## src/rtl/snake_pkg.sv

```systemverilog
// Shared definitions for the snake game: direction encodings, default timing
// constants and the press-priority helper used by the input conditioner.
package snake_pkg;

    localparam int unsigned DIR_RIGHT = 3;
    localparam int unsigned DIR_LEFT  = 2;
    localparam int unsigned DIR_UP    = 1;
    localparam int unsigned DIR_DOWN  = 0;

    typedef enum logic [1:0] {
        DIR_CODE_RIGHT = 2'b00,
        DIR_CODE_LEFT  = 2'b01,
        DIR_CODE_UP    = 2'b10,
        DIR_CODE_DOWN  = 2'b11
    } dir_code_t;

    localparam int unsigned DEFAULT_DEBOUNCE_CYCLES = 1_000_000;
    localparam int unsigned DEFAULT_TICK_DIV        = 10_000_000;
    localparam int unsigned DEFAULT_CNT_W           = 24;

    // Reduce same-cycle presses to one request; order matches the controller.
    function automatic logic [3:0] newest_press(input logic [3:0] evt);
        logic [3:0] sel;
        sel = '0;
        if (evt[DIR_RIGHT])     sel[DIR_RIGHT] = 1'b1;
        else if (evt[DIR_LEFT]) sel[DIR_LEFT]  = 1'b1;
        else if (evt[DIR_UP])   sel[DIR_UP]    = 1'b1;
        else if (evt[DIR_DOWN]) sel[DIR_DOWN]  = 1'b1;
        return sel;
    endfunction

endpackage

```

## src/rtl/snake_input_conditioner_debouncer.sv

```systemverilog
// One pushbutton: two-flop synchroniser, hold-time debounce counter and a
// single-cycle pulse on each accepted press (release is silent).
module button_debouncer
    import snake_pkg::*;
#(
    parameter int unsigned DEBOUNCE_CYCLES = DEFAULT_DEBOUNCE_CYCLES,
    parameter int unsigned CNT_W           = DEFAULT_CNT_W
) (
    input  logic clk,
    input  logic rst,
    input  logic btn,
    output logic press_evt
);

    localparam logic [CNT_W-1:0] CNT_LAST = CNT_W'(DEBOUNCE_CYCLES - 1);

    logic [1:0]       sync;
    logic             stable;
    logic             stable_d;
    logic [CNT_W-1:0] cnt;

    // NOTE: the counter and stable level sit on the async reset too, so a press
    // in flight at reset is dropped and a held button must re-qualify from 0.
    always_ff @(posedge clk or negedge rst) begin
        if (!rst) begin
            sync      <= '0;
            stable    <= 1'b0;
            stable_d  <= 1'b0;
            cnt       <= '0;
            press_evt <= 1'b0;
        end else begin
            sync      <= {sync[0], btn};
            stable_d  <= stable;
            press_evt <= stable & ~stable_d;
            if (sync[1] == stable) begin
                cnt <= '0;
            end else if (cnt == CNT_LAST) begin
                stable <= sync[1];
                cnt    <= '0;
            end else begin
                cnt <= cnt + 1'b1;
            end
        end
    end

endmodule

```

## src/rtl/snake_input_conditioner.sv

```systemverilog
// Front end of the snake controller: debounced direction requests latched per
// game period, plus the divided game clock and its rising-edge tick strobe.
module snake_input_conditioner
    import snake_pkg::*;
#(
    parameter int unsigned DEBOUNCE_CYCLES = DEFAULT_DEBOUNCE_CYCLES,
    parameter int unsigned TICK_DIV        = DEFAULT_TICK_DIV,
    parameter int unsigned CNT_W           = DEFAULT_CNT_W
) (
    input  logic clk,
    input  logic rst,
    input  logic btn_up,
    input  logic btn_down,
    input  logic btn_left,
    input  logic btn_right,
    output logic game_clk,
    output logic tick,
    output logic up,
    output logic down,
    output logic left,
    output logic right
);

    localparam logic [CNT_W-1:0] DIV_LAST = CNT_W'(TICK_DIV - 1);
    localparam logic [CNT_W-1:0] DIV_HALF = CNT_W'(TICK_DIV / 2);

    logic [3:0]       raw_btn;
    logic [3:0]       press_evt;
    logic [3:0]       pending;
    logic [3:0]       merged;
    logic [3:0]       dir_q;
    logic [CNT_W-1:0] div_cnt;
    logic [CNT_W-1:0] div_next;
    logic             wrap;

    assign raw_btn[DIR_RIGHT] = btn_right;
    assign raw_btn[DIR_LEFT]  = btn_left;
    assign raw_btn[DIR_UP]    = btn_up;
    assign raw_btn[DIR_DOWN]  = btn_down;

    for (genvar i = 0; i < 4; i++) begin : g_btn
        button_debouncer #(
            .DEBOUNCE_CYCLES(DEBOUNCE_CYCLES),
            .CNT_W          (CNT_W)
        ) u_debouncer (
            .clk      (clk),
            .rst      (rst),
            .btn      (raw_btn[i]),
            .press_evt(press_evt[i])
        );
    end

    assign wrap     = (div_cnt == DIV_LAST);
    assign div_next = wrap ? '0 : div_cnt + 1'b1;
    // A press arriving this cycle replaces whatever was pending.
    assign merged   = (|press_evt) ? newest_press(press_evt) : pending;

    always_ff @(posedge clk or negedge rst) begin
        if (!rst) begin
            div_cnt  <= '0;
            game_clk <= 1'b0;
            tick     <= 1'b0;
            pending  <= '0;
            dir_q    <= '0;
        end else begin
            div_cnt  <= div_next;
            game_clk <= (div_next >= DIV_HALF);
            tick     <= (div_next == DIV_HALF);
            // Load on the game_clk falling edge so the level is settled well
            // before the consumer samples it on the next rising edge.
            if (wrap) begin
                dir_q   <= merged;
                pending <= '0;
            end else begin
                pending <= merged;
            end
        end
    end

    assign right = dir_q[DIR_RIGHT];
    assign left  = dir_q[DIR_LEFT];
    assign up    = dir_q[DIR_UP];
    assign down  = dir_q[DIR_DOWN];

endmodule

```

## config.mk

```make
export PLATFORM = sky130hd
export DESIGN_NAME = snake_input_conditioner
export DESIGN_NICKNAME = d
export VERILOG_FILES = /design/src/rtl/snake_pkg.sv /design/src/rtl/snake_input_conditioner_debouncer.sv /design/src/rtl/snake_input_conditioner.sv
export SDC_FILE = /design/constraint.sdc
export NUM_CORES = 1
export LEC_CHECK = 0
export BUFFER_PORTS_ARGS = -buffer_cell sky130_fd_sc_hd__buf_2
export CORE_MARGIN = 8
export CORE_UTILIZATION = 40
export DETAILED_ROUTE_END_ITERATION = 10
export GPL_TIMING_DRIVEN = 0
export PLACE_DENSITY = 0.58
export SKIP_LAST_GASP = 1
export SLEW_MARGIN = 15
export SYNTH_ARGS = -nofsm -noshare
export SYNTH_HDL_FRONTEND = slang
export SYNTH_SLANG_ARGS = --single-unit
```

## constraint.sdc

```tcl
create_clock -name clk -period 2.2 [get_ports clk]
set_input_delay 0.66 -clock clk [delete_from_list [all_inputs] [get_ports clk]]
set_output_delay 0.66 -clock clk [all_outputs]
set_load 0.1 [all_outputs]
```

# == Yosys cells after proc, flatten, opt, wreduce, memory -nomap -nowiden ==
# Cells that the tools add are included.
# word_totals
ram_bits,0
output_inout_bits,6
mem_bits_ro,0
memories,0
in_bits,6
reg_bits,150
latchBits,0
elab_cells,76
# classes
n_addsub,5
n_eq_ne,10
mul,0
bitwise,12
magnitude_cmp,1
mux,18
div,0
n_reduce_logical,5
shift,0
# ops
op,count
2-to-1 mux 24 bit,9
adder 24 x 1 -> 24 bit (second input constant),5
equality test 24 x 20 -> 1 bit (second input constant),4
equality test 24 x 23 -> 1 bit (second input constant),1
equality test 24 bit (second input constant),1
>= comparator 24 x 23 -> 1 bit (second input constant),1
2-to-1 mux 4 bit,2
NOT 1 bit,8
AND reduction 2 bit,4
2-to-1 mux 1 bit,5
bitwise AND 1 bit,4
equality test 1 bit,4
OR reduction 4 bit,1
2-to-1 mux 3 bit,1
2-to-1 mux 2 bit,1

# == Logic depth before layout (Yosys ltp) ==
# Gate-level depths: netlist of run 1.
# depth
depth_word,6
mapped_depth,9
ltp_nobuf,8

# == Cells and area by module ==
# A second synthesis of run 1 with hierarchy kept.
# unflattened
hier_cells,733
area_unflattened_um2,7454.6
# modules_own_cells
mod,seq_area_each_um2,cells_per_inst,area_per_inst_um2,n_inst
button_debouncer,725.7,139,1416.4,4
snake_input_conditioner,850.8,177,1789.2,1

# == Least setup slack after synthesis of run 1 ==
# Ideal clock, no wire load.
# synth_timing
path_kind,reg2reg
startpoint,register div_cnt[0]
endpoint,register dir_q[2]
arrival_ps,2057
path_stages_with_launch,7
synth_period_minus_slack_ps,2183
n_path_buf,1
setup_slack_ps,17
setup_time_ps,125
required_time_ps,2075
cell_sequence,dfrtp_1 -> ha_1 -> nand3_1 -> or4b_4 -> nor4_4 -> buf_6 -> mux2_2
# synth_between
elab_chain_len,1
# synth_rtl
element,line,text
start: declaration,snake_input_conditioner.sv:32,logic [CNT_W-1:0] div_cnt;
start signal: assignment,snake_input_conditioner.sv:66,div_cnt <= div_next;
equality test 24 bit,snake_input_conditioner.sv:53,assign wrap = (div_cnt == DIV_LAST);
end signal: assignment,snake_input_conditioner.sv:72,dir_q <= merged;
end: declaration,snake_input_conditioner.sv:31,logic [3:0] dir_q;
# No other way between the ends.
# A chain may end at the register's enable or synchronous reset.

# == Worst setup path in the final report of run 1 ==
# layout_timing
startpoint,register div_cnt[0]
endpoint,register game_clk
# layout_between
elab_chain_len,3
word_cells_on_any_way,4
cone_classes,add/sub (1); order compare (1); eq/ne (1); mux (1)
# layout_rtl
element,line,text
adder 24 x 1 -> 24 bit or equality test 24 bit (tied branches),"snake_input_conditioner.sv:54, snake_input_conditioner.sv:53",
2-to-1 mux 24 bit (*),snake_input_conditioner.sv:54,assign div_next = wrap ? '0 : div_cnt + 1'b1;
>= comparator 24 x 23 -> 1 bit (*),snake_input_conditioner.sv:67,game_clk <= (div_next >= DIV_HALF);
end signal: assignment,snake_input_conditioner.sv:67,
end: declaration,snake_input_conditioner.sv:16,"output logic game_clk,"
# Every way passes the cells marked *; elsewhere a longest branch is shown, timed or not.

==> results of run 1 <==
[metal layers]
layer  vias to the layer above  share of wire, %  track usage, %
met5                         -                 0               0
met4                         0               1.4            5.20
met3                        14               3.0            3.49
met2                        60                48            21.2
met1                      2461                48            16.7
li1                       2450                 -               -
[state kept, by name (all words and copies together) (netlist names)]
name	cells
g_btn.u_debouncer.cnt	96
g_btn.u_debouncer.stable	4
game_clk	1
div_cnt	24
pending	4
dir_q	4
g_btn.u_debouncer.press_evt	4
g_btn.u_debouncer.sync	8
g_btn.u_debouncer.stable_d	4
tick	1
[timing repair]
| action | 4_1_cts | 5_1_grt |
|---|---|---|
| setup buffers | 6 | 10 |
| gates resized for setup | 22 | 34 |
| pin swaps | 3 | 9 |
| endpoints found under the setup margin | 77 | 99 |
[metrics by stage]
step	util (%)	instance area (um^2)	setup slack, ns
final	48.1	8300	-0.0639
after global routing	48.1	8300	-0.145
after CTS	47.0	8100	-0.110
after detailed placement	43.0	7410	-0.324
after global placement	42.8	7380	-1.71
after floorplan	-	7040	0.0173
[cells in the final DEF, fill, tap and decap left out, drive strengths merged, types with 6 or more instances in the layout]
master,Yosys,final
nor4,19,19
xor2,59,59
inv,20,20
and3,30,30
nand2,39,39
o21ai,14,14
nor2b,11,11
nand3,43,43
nor3,10,10
nor2,121,121
nand4,23,23
xnor2,46,46
clkbuf,14,35
or3,8,8
clkinv,0,8
dfrtp,150,150
and4,6,6
buf,9,36
a21oi,12,12
[power breakdown]
part / leakage (nW) / switching, mW / total, mW / internal (mW)
logic: 1.43 / 0.0986 / 0.135 / 0.0361
registers: 2.05 / 0.0211 / 2.81 / 2.79
clock network: 0.274 / 1.10 / 2.70 / 1.61
[critical path: stages (launching register included)]
cell and delay (ns):
dfrtp_1 0.39, buf_4 0.14, nand4_1 0.09, buf_4 0.20, or4b_2 0.65, a22oi_2 0.20
o31ai_1 0.10, a32oi_1 0.22, o22ai_1 0.12, o31ai_2 0.07
[kinds of logic (layout without fill, tap and decap cells)]
family	count (synthesis)	in the layout	share of synthesized area, %
AND/OR/NAND/NOR	337	337	25.0
flip-flops	150	150	53.3
XOR/XNOR	105	105	13.2
AO/OA/AOI/OAI	44	44	3.96
buffers and inverters	43	100	2.56
multiplexers	7	7	1.08
adder cells (fa/ha/maj)	5	5	0.889
[area by class of cell]
class	instances	area share, %
sequential	150	45.3
multi-input combinational	498	39.8
clock buffer	23	5.64
tap	225	3.39
timing repair buffer	28	2.61
buffer	20	1.51
clock inverter	9	0.935
inverter	20	0.905
[worst paths after layout]
check,startpoint,end,depth (start not counted)
setup / recovery,div_cnt[0],game_clk,9
hold / removal,rst,div_cnt[17],1
setup reg to reg,div_cnt[0],game_clk,9
hold reg to reg,g_btn[1].u_debouncer.sync[0],g_btn[1].u_debouncer.sync[1],0
max in group asynchronous,rst,g_btn[2].u_debouncer.cnt[20],2
min in group clk,btn_left,g_btn[2].u_debouncer.sync[0],1
==> flow_summary_export.csv, run 1 <==
group,metric,value,unit
outcome,run_status,"complete, but fails checks",
outcome,violations,"setup timing",
timing,hold_ws,0.150,ns
cells_and_area,fillCellCount,1571,
synth,yosysSeqAreaShare,53.3,%
clocking,cts_sinks,150,
grt,antenna_found_initial,0,
grt,grt.total_usage,13.2,%
cells_and_area,register_area,3760,um^2
clocking,insertion_delay,0.41,ns
routing,vias,4985,
synth,netlist_area,7040,um^2
power_and_ir_drop,p_total,5.64,mW
routing,drt_iter0_markers,278,
synth,netlist.top_cell.by_area,"dfrtp_1",
worst_setup_path,crit_type,"flop to flop",
timing,setup_slack,-0.0639,ns
synth,yosysMostFrequentCell,"dfrtp_1",
timing,rsz0062_at_grt,"yes",
routing,via_per_inst,5.12,
cells_and_area,area_delta_synth_final,17.9,%
clocking,cts-root-buf,"clkbuf_16",
synth,synth.avg_cell_area,10.2,um^2
synth,yosys_warnings,0,
synth,synth-edff-count,0,
timing,skew,0.00751,ns
clocking,ctsHoldBuffers,0,
clocking,path_clk_slew,0.06,ns
clocking,clock_path_buffers,2,
cells_and_area,num-nets-final,746,
cells_and_area,layout-drive-gt1-share,15.6,%
worst_setup_path,regToRegSetupSlack,-0.06,ns
min_path,hold_path.class,"primary input to asynchronous set/reset pin",
timing,setup_violations,1,
cells_and_area,antenna_cells,0,
timing,finalHoldViolations,0,
clocking,cts_tree,"yes",
cells_and_area,multi_input_area,3300,um^2
routing,route.final.wire_length,13.7,mm
synth,synthDistinctLibCells,54,
grt,grt_pass1_wl,24.0,mm
grt,grt_max_degree,96,
synth,yosysTopAreaCellShare,53.3,%
power_and_ir_drop,leakagePower,3.76,nW
timing,fin_crit_sh,103,%
floorplan,die-width,149,um
synth,syn_nets,702,
clocking,h-tree-depth,4,
grt,grt_pass1_vias,5066,
floorplan,dieArea,22100,um^2
synth,synth_common_cells,"dfrtp_1 (150), nor2_1 (121), xor2_1 (58)",
routing,drtPass1Iterations,4,
synth,ys_seq_elements,150,
placed_design,placedCellCount,928,
worst_setup_path,endpoint_kind,"flop",
cells_and_area,fin_cells,973,
floorplan,core,17200,um^2
synth,synth_top_flop_cell,"dfrtp_1",
power_and_ir_drop,p_per_area,680,nW/um^2
routing,wire_per_inst,14.1,um
placed_design,hpwl,9.04,mm
worst_setup_path,worstPathRequired,2.52,ns
worst_setup_path,cp.arrival,2.59,ns
timing,worst_pin_slew,0.503,ns
floorplan,die_h,149,um
power_and_ir_drop,peakVddDrop,528,uV
timing,drv_slew,0,
floorplan,rows,48,
timing,tns,-0.0639,ns
synth,async_flop_share,100,%
timing,finalCriticalPeriod,2.26,ns
floorplan,start_util,40.8,%
worst_setup_path,startpoint_type,"flop",
timing,max_freq,442,MHz
worst_setup_path,path_max_fanout,6,
placed_design,io_buffers,11,
placed_design,gp_routability_congestion,0.800,
run,cap_violations,0,
timing,slew_headroom,66.7,%
floorplan,ios,12,
synth,synth_area_leaders,"dfrtp_1 (53%), xor2_1 (7.2%), nor2_1 (6.5%), xnor2_1 (5.7%), nand3_1 (3.0%)",
routing,ant_nets,0,
grt,grt_overflow,0,
synth,netlist_instances,691,
clocking,cts_made_buffers,17,
routing,drc,0,
(Power assumes the default switching activity.)
==> run 2, diff against run 1 <==
--- a/config.mk
+++ b/config.mk
@@ -11,5 +11,5 @@
 export DETAILED_ROUTE_END_ITERATION = 10
 export GPL_TIMING_DRIVEN = 0
-export PLACE_DENSITY = 0.58
+export PLACE_DENSITY = 0.56
 export SKIP_LAST_GASP = 1
 export SLEW_MARGIN = 15
==> constraint.sdc (replaced) <==
create_clock -name clk -period 2.75 [get_ports clk]
set_input_delay 0.4125 -clock clk [delete_from_list [all_inputs] [get_ports clk]]
set_output_delay 0.4125 -clock clk [all_outputs]
set_load 0.1 [all_outputs]
==> flow_summary_export.csv, run 2 (same netlist as run 1, synthesis figures left out) <==
group,metric,value,unit
outcome,run_status,"finished, final reports clean",
floorplan,dieArea,22100,um^2
worst_setup_path,path_max_fanout,10,
worst_setup_path,timing.critical_path.slowest_cell_delay,0.57,ns
clocking,clock_path_buffers,2,
worst_setup_path,critical_path.cell_chain,"ha_1 > nand3_1 > or4b_4 > nor4_4 > buf_6 > buf_2 > a21oi_1",
grt,antenna_found_initial,0,
timing,rsz0062_at_grt,"no",
timing,slew_headroom,61.7,%
worst_setup_path,regToRegSetupSlack,0.22,ns
grt,grt_pass1_vias,4977,
floorplan,core,17200,um^2
routing,ant_nets,0,
floorplan,die_h,149,um
timing,max_freq,396,MHz
placed_design,io_buffers,11,
power_and_ir_drop,p_total,4.94,mW
grt,grt_max_degree,97,
min_path,hold_path.class,"primary input to flop",
min_path,holdCritStartpoint,"btn_left",
power_and_ir_drop,p_per_area,609,nW/um^2
power_and_ir_drop,peakVddDrop,521,uV
worst_setup_path,endpoint_kind,"flop",
clocking,cts_made_buffers,17,
timing,worst_pin_slew,0.571,ns
run,cap_violations,0,
clocking,cts_sinks,150,
timing,fin_crit_sh,91.9,%
cells_and_area,multi_input_area,3130,um^2
clocking,postCtsSetupRepairBufs,0,
routing,via_per_inst,5.12,
clocking,cts_tree,"yes",
routing,drtPass1Iterations,4,
floorplan,rows,48,
cells_and_area,antenna_cells,0,
floorplan,start_util,40.8,%
cells_and_area,register_area,3750,um^2
floorplan,die-width,149,um
clocking,h-tree-depth,4,
cells_and_area,final_common_cell,"dfrtp_1",
grt,grt.total_usage,12.8,%
timing,skew,0.0114,ns
cells_and_area,layout-drive-gt1-share,9.78,%
placed_design,hpwl,9.03,mm
clocking,cts-root-buf,"clkbuf_16",
min_path,worstHoldEndpoint,"g_btn[2].u_debouncer.sync[0]",
timing,finalCriticalPeriod,2.53,ns
worst_setup_path,crit_type,"flop to flop",
worst_setup_path,cpMaxStageDelayCell,"or4b_4",
placed_design,placed_area,7410,um^2
cells_and_area,finish.utilization,47.1,%
grt,grt_overflow,0,
timing,hold_ws,0.100,ns
cells_and_area,num-nets-final,734,
floorplan,ios,12,
worst_setup_path,regToRegStartpoint,"div_cnt[0]",
routing,drt_iter0_markers,248,
min_path,whs_path_depth,1,
routing,route.final.wire_length,13.1,mm
timing,setup_violations,0,
worst_setup_path,startpoint_type,"flop",
clocking,path_clk_slew,0.06,ns
cells_and_area,top_regs,"g_btn.u_debouncer.cnt: 96 flops, div_cnt: 24 flops, g_btn.u_debouncer.sync: 8 flops",
worst_setup_path,worstPathRequired,3.03,ns
placed_design,gp_routability_congestion,0.852,
clocking,insertion_delay,0.42,ns
power_and_ir_drop,leakagePower,3.63,nW
timing,finalHoldViolations,0,
routing,drc,0,
cells_and_area,final_cell_mix,"dfrtp_1 (150), nor2_1 (121), xor2_1 (58), xnor2_1 (46), nand3_1 (42)",
cells_and_area,top_register,"g_btn.u_debouncer.cnt",
cells_and_area,postLayoutCellArea,8110,um^2
grt,grt_pass1_wl,23.2,mm
cells_and_area,fillCellCount,1575,
cells_and_area,area_delta_synth_final,15.2,%
routing,wire_per_inst,13.6,um
worst_setup_path,reg2reg_depth,7,
routing,vias,4917,
worst_setup_path,reg2reg_to,"dir_q[3]",
cells_and_area,largest_reg_flops,96,
worst_setup_path,cp.arrival,2.81,ns
timing,drv_slew,0,
==> run 2: area by class of cell <==
cell class / count / area share, %
clock buffers: 21 / 5.80
inverters: 20 / 0.925
flip-flops and latches: 150 / 46.3
well taps: 225 / 3.47
plain buffers: 23 / 1.30
clock inverters: 11 / 2.39
repair buffers: 13 / 1.26
multi-input cells: 498 / 38.6
==> run 2: per-layer routing <==
metal / wire length, um / global-route usage, %
met2: 6200 / 20.2
met1: 6360 / 16.7
met4: 189 / 5.46
met5: 0 / 0
met3: 301 / 2.89
==> run 2: through the flow <==
step,TNS [ns],std cells,worst slack [ns]
3_3_place_gp,-132.47,927,-0.897
3_5_place_dp,0,928,0.121
4_1_cts,0,961,0.127
5_1_grt,0,961,0.0179
6_report,0,961,0.224
2_1_floorplan,0,691,0.567
==> run 2: what timing repair did <==
action | in CTS | in global routing
gates resized for setup | 0 | 3
setup endpoints to repair | 0 | 2
hold endpoints to repair | 54 | 0
hold buffers | 1 | 0
==> run 2: worst max path at each step <==
stage | from | end | slack, ns | cells past startpoint
final | div_cnt[0] | dir_q[3] | 0.22 | 7
after floorplan | div_cnt[0] | dir_q[2] | 0.57 | 6
after detailed placement | div_cnt[0] | game_clk | 0.12 | 8
after global routing | div_cnt[0] | dir_q[3] | 0.02 | 7
after CTS | div_cnt[0] | game_clk | 0.13 | 8
after global placement | rst | g_btn[1].u_debouncer.cnt[3] | -0.90 | 1
==> run 2: power by group <==
part           internal, mW  total [mW]  leakage [nW]  switching, mW
clock                  1.69        2.59         0.324          0.902
sequential             2.23        2.24          2.05         0.0170
combinational        0.0277       0.106          1.25         0.0780
total                  3.94        4.94          3.63          0.997
==> run 2: critical path: cells and delay by family, from the launching register on <==
| family | cells | cell delay [ns] |
|---|---|---|
| AO/OA/AOI/OAI | 1 | 0.09 |
| adder cells (fa/ha/maj) | 1 | 0.20 |
| buffers and inverters | 2 | 0.49 |
| flip-flops | 1 | 0.39 |
| AND/OR/NAND/NOR | 3 | 1.23 |
==> run 3, diff against run 2 <==
clock period = 3.2 ns   (was 2.75 ns; I/O delays follow)
==> flow_summary_export.csv, run 3 (same netlist as run 1, synthesis figures left out) <==
group,metric,value,unit
worst_setup_path,regToRegStartpoint,"div_cnt[0]",
floorplan,die-width,149,um
clocking,clock_path_buffers,2,
placed_design,io_buffers,11,
timing,setup_slack,0.610,ns
cells_and_area,top_regs,"g_btn.u_debouncer.cnt: 96 flops, div_cnt: 24 flops, g_btn.u_debouncer.sync: 8 flops",
clocking,h-tree-depth,4,
clocking,cts_sinks,150,
routing,top_layer,"met4",
timing,finalCriticalPeriod,2.59,ns
timing,slew_headroom,53.3,%
worst_setup_path,path_max_fanout,7,
routing,drc,0,
timing,rsz0062_at_grt,"no",
cells_and_area,final_cell_mix,"dfrtp_1 (150), nor2_1 (121), xor2_1 (58), xnor2_1 (46), nand3_1 (42)",
clocking,insertion_delay,0.42,ns
power_and_ir_drop,leakagePower,3.59,nW
timing,worst_pin_slew,0.694,ns
grt,grt.total_usage,12.8,%
grt,grt_pass1_wl,23.2,mm
routing,ant_nets,0,
placed_design,gp_routability_congestion,0.852,
timing,setup_violations,0,
clocking,path_clk_slew,0.06,ns
routing,wl_met1,6.38,mm
cells_and_area,largest_reg_flops,96,
timing,max_freq,386,MHz
clocking,cts_resized,0,
power_and_ir_drop,p_total,4.25,mW
clocking,cts_made_buffers,17,
worst_setup_path,endpoint_kind,"flop",
floorplan,start_util,40.8,%
grt,grt_max_degree,97,
min_path,hold_path.class,"primary input to flop",
routing,vias,4895,
routing,wl_met2,6.17,mm
min_path,holdCritStartpoint,"btn_left",
cells_and_area,area_delta_synth_final,14.9,%
routing,wire_per_inst,13.6,um
clocking,cts_tree,"yes",
routing,via_per_inst,5.09,
timing,finalHoldViolations,0,
grt,grt_overflow,0,
timing,fin_crit_sh,80.9,%
power_and_ir_drop,p_per_area,525,nW/um^2
worst_setup_path,startpoint_type,"flop",
routing,drtPass1Iterations,4,
floorplan,dieArea,22100,um^2
cells_and_area,final_common_cell,"dfrtp_1",
cells_and_area,layout-drive-gt1-share,9.65,%
floorplan,ios,12,
worst_setup_path,worstPathRequired,3.49,ns
floorplan,core,17200,um^2
clocking,cts-root-buf,"clkbuf_16",
placed_design,hpwl,9.03,mm
timing,skew,0.0105,ns
worst_setup_path,crit_type,"flop to flop",
run,cap_violations,0,
cells_and_area,num-nets-final,734,
outcome,run_status,"finished, final reports clean",
cells_and_area,postLayoutCellArea,8090,um^2
timing,drv_slew,0,
placed_design,dp_slack,0.571,ns
cells_and_area,antenna_cells,0,
grt,grt_pass1_vias,4977,
routing,routed-wl-met3,284,um
floorplan,rows,48,
grt,antenna_found_initial,0,
cells_and_area,fillCellCount,1578,
power_and_ir_drop,peakVddDrop,447,uV
placed_design,placed_area,7410,um^2
cells_and_area,top_register,"g_btn.u_debouncer.cnt",
worst_setup_path,cp-startpoint,"div_cnt[0]",
routing,route.final.wire_length,13.0,mm
routing,drt_iter0_markers,239,
floorplan,die_h,149,um
worst_setup_path,cp.arrival,2.88,ns
-- run 3: timing repair --
action / in CTS / in global routing
setup buffers: 0 / 0
hold buffers: 1 / 0
hold endpoints to repair: 43 / 0
-- run 3: per-stage QoR --
stage	util (%)	std cells	setup TNS (ns)	hold WS, ns
3_5_place_dp	43.0	928	0	0.335
5_1_grt	46.9	961	0	0.151
2_1_floorplan	-	691	0	0.184
6_report	46.9	961	0	0.168
3_3_place_gp	42.8	927	-75.09	0.335
4_1_cts	46.9	961	0	0.151
-- run 3: where the power goes --
| group | leakage, nW | internal, mW | switching (mW) | total (mW) |
|---|---|---|---|---|
| Clock | 0.324 | 1.45 | 0.776 | 2.23 |
| Sequential | 2.05 | 1.91 | 0.0146 | 1.93 |
| Combinational | 1.21 | 0.0238 | 0.0671 | 0.0909 |
| Total | 3.59 | 3.39 | 0.858 | 4.25 |
-- run 3: layout make-up --
type	count	area, um^2	share of cell area, %
clock inverters	11	194	2.40
plain buffers	23	105	1.30
well taps	225	282	3.48
clock buffers	21	470	5.82
inverters	20	75.1	0.928
repair buffers	13	103	1.27
flip-flops and latches	150	3750	46.4
multi-input cells	498	3110	38.4
-- run 3: worst paths after layout --
path                            slack [ns]                      endpoint  cells past startpoint
worst max-delay path                  0.61                      game_clk                      8
worst min-delay path                  0.17  g_btn[2].u_debouncer.sync[0]                      1
worst max register to register        0.61                      game_clk                      8
worst min register to register        0.35  g_btn[3].u_debouncer.sync[1]                      0
max in group asynchronous             1.85   g_btn[1].u_debouncer.cnt[8]                      3
min in group asynchronous             0.57                   div_cnt[18]                      2
-- run 3: critical path: stages (launching register included) --
cell and delay, ns:
dfrtp_1 0.39, ha_1 0.20, nand3_1 0.16, nor4_2 0.66, a21boi_0 0.25, nor4_1 0.35, o21bai_1 0.17, o22ai_1 0.18
o31ai_1 0.10
-- run 3: routing by layer --
layer  up-vias  track usage (%)
li1       2427                -
met5         -                0
met2        49             20.2
met4         0             5.46
met3        14             2.89
met1      2405             16.7
